## config.mk

```make
export PLATFORM = sky130hd
export DESIGN_NAME = instr_fetch_queue
export DESIGN_NICKNAME = d
export VERILOG_FILES = /design/src/rtl/instr_fetch_queue.sv
export SDC_FILE = /design/constraint.sdc
export NUM_CORES = 1
export LEC_CHECK = 0
export CORE_MARGIN = 3
export CORE_UTILIZATION = 37
export DETAILED_ROUTE_END_ITERATION = 6
export GPL_TIMING_DRIVEN = 0
export HOLD_SLACK_MARGIN = 0.1
export SLEW_MARGIN = 25
export SYNTH_ARGS = -nofsm -noshare
export SYNTH_HDL_FRONTEND = slang
export SYNTH_SLANG_ARGS = --single-unit
```

## constraint.sdc

```tcl
create_clock -name i_clk -period 8.7 [get_ports i_clk]
set_input_delay 1.74 -clock i_clk [delete_from_list [all_inputs] [get_ports i_clk]]
set_output_delay 1.74 -clock i_clk [all_outputs]
set_load 0.005 [all_outputs]
```

## src/rtl/instr_fetch_queue.sv

```systemverilog
// Instruction fetch stage: single-outstanding memory fetch into a small FIFO,
// presenting the head instruction, its decoded immediate and its PC to the decoder.
module instr_fetch_queue #(
    parameter int          QDEPTH   = 4,
    parameter logic [31:0] RESET_PC = 32'h0
) (
    input  logic        i_clk,
    input  logic        i_rst,
    input  logic        i_rdy,
    output logic        o_mem_req,
    output logic [31:0] o_mem_addr,
    input  logic        i_mem_valid,
    input  logic [31:0] i_mem_data,
    input  logic        i_jump_flag,
    input  logic [31:0] i_jump_pc,
    input  logic        i_dec_stall,
    output logic [31:0] o_ins,
    output logic [31:0] o_ins_imm,
    output logic [31:0] o_ins_pc,
    output logic        o_ins_flag
);

    localparam int          PW      = $clog2(QDEPTH);
    localparam logic [PW:0] DEPTH_L = (PW + 1)'(QDEPTH);

    typedef enum logic [1:0] {
        ST_IDLE    = 2'd0,
        ST_WAIT    = 2'd1,
        ST_DISCARD = 2'd2
    } state_t;

    logic [31:0]   r_ins_mem [QDEPTH];
    logic [31:0]   r_pc_mem  [QDEPTH];
    logic [PW-1:0] r_rd_ptr;
    logic [PW-1:0] r_wr_ptr;
    logic [PW:0]   r_count;
    logic [31:0]   r_pc;
    logic          r_mem_req;
    logic [31:0]   r_mem_addr;
    state_t        r_state;

    logic          w_not_empty;
    logic          w_deq;
    logic          w_enq;
    logic [31:0]   w_head_ins;
    logic [31:0]   w_head_pc;
    logic [31:0]   w_imm;

    assign w_not_empty = (r_count != '0);
    assign w_deq       = i_rdy & ~i_dec_stall & ~i_jump_flag & w_not_empty;
    assign w_enq       = i_rdy & ~i_jump_flag & (r_state == ST_WAIT) & i_mem_valid;

    // Entry storage needs no reset: occupancy is tracked by r_count alone.
    always_ff @(posedge i_clk) begin
        if (w_enq) begin
            r_ins_mem[r_wr_ptr] <= i_mem_data;
            r_pc_mem[r_wr_ptr]  <= r_mem_addr;
        end
    end

    always_ff @(posedge i_clk) begin
        if (!i_rst) begin
            r_rd_ptr <= '0;
            r_wr_ptr <= '0;
            r_count  <= '0;
        end else if (i_rdy) begin
            if (i_jump_flag) begin
                r_rd_ptr <= '0;
                r_wr_ptr <= '0;
                r_count  <= '0;
            end else begin
                if (w_deq) r_rd_ptr <= r_rd_ptr + 1'b1;
                if (w_enq) r_wr_ptr <= r_wr_ptr + 1'b1;
                case ({w_enq, w_deq})
                    2'b10:   r_count <= r_count + 1'b1;
                    2'b01:   r_count <= r_count - 1'b1;
                    default: r_count <= r_count;
                endcase
            end
        end
    end

    // A redirect during WAIT leaves one response owed by memory; DISCARD absorbs it.
    always_ff @(posedge i_clk) begin
        if (!i_rst) begin
            r_state    <= ST_IDLE;
            r_mem_req  <= 1'b0;
            r_mem_addr <= 32'h0;
            r_pc       <= RESET_PC;
        end else if (i_rdy) begin
            if (i_jump_flag) begin
                r_pc <= i_jump_pc;
                if (r_state == ST_WAIT) begin
                    r_mem_req <= 1'b0;
                    r_state   <= i_mem_valid ? ST_IDLE : ST_DISCARD;
                end else if (r_state == ST_DISCARD && i_mem_valid) begin
                    r_state <= ST_IDLE;
                end
            end else begin
                case (r_state)
                    ST_IDLE: begin
                        if (r_count < DEPTH_L) begin
                            r_mem_req  <= 1'b1;
                            r_mem_addr <= r_pc;
                            r_state    <= ST_WAIT;
                        end
                    end
                    ST_WAIT: begin
                        if (i_mem_valid) begin
                            r_pc      <= r_pc + 32'd4;
                            r_mem_req <= 1'b0;
                            r_state   <= ST_IDLE;
                        end
                    end
                    ST_DISCARD: begin
                        if (i_mem_valid) r_state <= ST_IDLE;
                    end
                    default: begin
                        r_mem_req <= 1'b0;
                        r_state   <= ST_IDLE;
                    end
                endcase
            end
        end
    end

    assign w_head_ins = w_not_empty ? r_ins_mem[r_rd_ptr] : 32'h0;
    assign w_head_pc  = w_not_empty ? r_pc_mem[r_rd_ptr]  : 32'h0;

    always_comb begin
        w_imm = 32'h0;
        case (w_head_ins[6:0])
            7'b0000011, 7'b1100111: w_imm = {{20{w_head_ins[31]}}, w_head_ins[31:20]};
            7'b0010011: begin
                if (w_head_ins[14:12] == 3'b001 || w_head_ins[14:12] == 3'b101)
                    w_imm = {27'b0, w_head_ins[24:20]};
                else
                    w_imm = {{20{w_head_ins[31]}}, w_head_ins[31:20]};
            end
            7'b0100011: w_imm = {{20{w_head_ins[31]}}, w_head_ins[31:25], w_head_ins[11:7]};
            7'b1100011: w_imm = {{20{w_head_ins[31]}}, w_head_ins[7], w_head_ins[30:25],
                                 w_head_ins[11:8], 1'b0};
            7'b0110111, 7'b0010111: w_imm = {w_head_ins[31:12], 12'b0};
            7'b1101111: w_imm = {{12{w_head_ins[31]}}, w_head_ins[19:12], w_head_ins[20],
                                 w_head_ins[30:21], 1'b0};
            default: w_imm = 32'h0;
        endcase
    end

    assign o_mem_req  = r_mem_req;
    assign o_mem_addr = r_mem_addr;
    assign o_ins      = w_head_ins;
    assign o_ins_pc   = w_head_pc;
    assign o_ins_imm  = w_imm;
    assign o_ins_flag = w_deq;

endmodule

```

==> results.yml <==
place:
  place_congestion: 0.8997
  pre_cts_ws_ns: 3.193
  io_buffer_count: 198
  place_hpwl_mm: 26.01
  placed_cell_area_um2: 16800
logic_synthesis:
  synthTopCellsByArea: "edfxtp_1, dfxtp_1, mux4_2, nand2_1, and2_1"
  post-synth-top-area-cell: "edfxtp_1"
  synth_cells: 990
  synth_top_area_share: 0.5461
  synth_edf_count: 256
  ys_warn_count: 0
  synth_nets: 1069
  synth_cell_type_count: 72
  synth.avg_cell_area_um2: 14.22
  netlist_area_um2: 14080
  async_reset_ff_frac: 0
  ys_seq_area_frac: 0.6542
  synth_seq_cells: 332
  synth-main-ff-cell: "edfxtp_1"
final_layout:
  final_area_um2: 18060
  drive_gt1_frac: 0.1302
  fillers: 3225
  final_common_cell: "edfxtp_1"
  nNetsFinal: 1310
  layout_common_cells: "edfxtp_1, clkdlybuf4s50_1, nand2_1"
  area_growth_pct: 28.33
  final_core_util: 0.4876
worst_setup_path:
  start_kind: "primary input"
  worstPathArrival_ns: 3.77
  worstSetupPathType: "in2out"
  r2r_cells: 7
  endpoint_kind: "output pin"
  cp.required_ns: 6.96
  path_max_fanout: 6
sta:
  relSlewSlack: 0.2683
  hold_violations: 0
  rsz0062_at_grt: "no"
  period_needed_ns: 5.509
  finalCritPeriodShare: 0.6333
  tightest_slew_ns: 1.092
  skew_ns: 0.02021
  drv_slew: 0
  setup_ws_ns: 3.191
  finalSetupViolCount: 0
  fin_tns_setup_ns: 0
  fmax_ghz: 0.1815
clock_tree:
  post_cts_buffers: 0
  cts_hold_buf: 0
  ctsHtreeMaxLevel: 2
  cts.sinks: 332
  worstSkewPairLatency_ns: 0.52
  cts_resized: 0
  cts_buffers: 37
  clk_pin_slew_ns: 0.06
  clockBufferDepth: 3
  cts-root-buf: "clkbuf_16"
  cts_tree: "built"
grt:
  antenna_found_initial: 1
  grt_pass1_wl_mm: 56.56
  grt_overflow: 0
  grt_usage: 0.1796
  grt_max_degree: 38
  grt_pass1_vias: 9383
routing:
  wl_per_cell_um: 20.85
  drtIter0Drc: 616
  wl_met2_mm: 17.71
  wl_met3_mm: 2.401
  m1WireLength_mm: 16.03
  top_layer_used: "met4"
  drt_pass1_iterations: 6
  dr_total_vias: 9257
  ant_nets: 0
  wl_mm: 36.79
  post-route-drc-count: 0
  viasPerCell: 5.245
min_path:
  holdPathStages: 2
  hold_path_class: "reg2reg"
run_status:
  outcome: "finished, final reports clean"
pwr:
  ir_worst_vdd_uv: 109.5
  p_leak_nw: 5.911
  p_per_area_nw_per_um2: 190.5
floorplanning:
  ios: 200
  coreArea_um2: 37050
  rows: 70
  die_area_um2: 40420
  die_w_um: 201.0
  start_util: 0.3799
  chipHeight_um: 201.0
run:
  maxCapViolCount: 0
state kept, by name (all words and copies together) (netlist names), named ones only:
register,count
r_wr_ptr,2
r_pc,32
r_pc_mem,128
r_ins_mem,128
r_rd_ptr,2
r_count,3
o_mem_req,1
o_mem_addr,32
r_state,2
cells by family (layout without fill, tap and decap cells):
group / count (synthesis) / in the layout / synth area share
fa+ha+maj: 9 / 9 / 0.008534
compound gates: 168 / 168 / 0.07493
simple gates: 323 / 323 / 0.1211
other cells: 0 / 1 / 0
buf+inv: 79 / 349 / 0.02631
mux: 70 / 70 / 0.1093
flops: 332 / 332 / 0.6542
xor+xnor: 9 / 9 / 0.005600
final timing paths:
check	start	endpoint	slack, ns
max	i_jump_flag	o_ins_flag	3.19
min	r_pc[1]	r_pc[1]	0.46
max reg2reg	r_state[1]	r_pc_mem[3][26]	5.77
min reg2reg	r_pc[1]	r_pc[1]	0.46
critical path, cell delays in order:
cell and delay [ns]:
clkdlybuf4s50_1 0.50, nand2b_1 0.22, nor3_1 0.64, clkdlybuf4s50_1 0.66
layer usage:
metal / GRT usage / vias to the layer above
met2: 0.2964 / 324
met1: 0.2484 / 4607
met4: 0.03890 / 0
met5: 0 / -
li1: - / 4280
met3: 0.03519 / 46
power by group:
group,switching [mW],total [mW],internal [mW]
Sequential,0.0154,1.73,1.71
Combinational,0.0639,0.122,0.0582
Clock,0.608,1.59,0.986
Yosys cell counts (4+ instances only):
| cell | instances |
|---|---|
| a211oi_1 | 6 |
| a21boi_0 | 9 |
| a21oi_1 | 69 |
| a22oi_1 | 13 |
| a311oi_1 | 4 |
| a31oi_1 | 6 |
| and2_1 | 64 |
| and2_2 | 6 |
| and3_1 | 6 |
| and4_1 | 5 |
| buf_2 | 8 |
| buf_6 | 8 |
| clkbuf_1 | 40 |
| dfxtp_1 | 76 |
| edfxtp_1 | 256 |
| ha_1 | 8 |
| inv_1 | 18 |
| mux4_2 | 63 |
| nand2_1 | 109 |
| nand2b_1 | 9 |
| nand3_1 | 43 |
| nand4_1 | 9 |
| nor2_1 | 25 |
| nor3_1 | 14 |
| nor3b_1 | 4 |
| nor4_1 | 6 |
| o21ai_0 | 24 |
| o21bai_1 | 4 |
| o22ai_1 | 8 |
| or3_1 | 4 |
| xnor2_1 | 5 |
| xor2_1 | 4 |
final cells by class:
cell class | instances | area, um2 | share of cell area
multi-input combinational | 579 | 4507 | 0.2495
sequential | 332 | 9209 | 0.5098
timing repair buffer | 202 | 2085 | 0.1154
antenna | 1 | 2.502 | 0.0001385
clock inverter | 20 | 230.2 | 0.01275
clock buffer | 48 | 1030 | 0.05701
tap | 504 | 630.6 | 0.03491
inverter | 19 | 71.32 | 0.003948
buffer | 60 | 299.0 | 0.01655
metrics by stage:
stage / power, mW / hold WS [ns] / cells
2_1_floorplan: 1.804 / 0.4321 / 990
3_3_place_gp: 1.879 / 0.4550 / 1692
3_5_place_dp: 1.880 / 0.4553 / 1696
4_1_cts: 3.474 / 0.4639 / 1764
5_1_grt: 3.555 / 0.4850 / 1765
6_report: 3.441 / 0.4639 / 1765
Note: power is estimated with default switching activity, not from simulation.
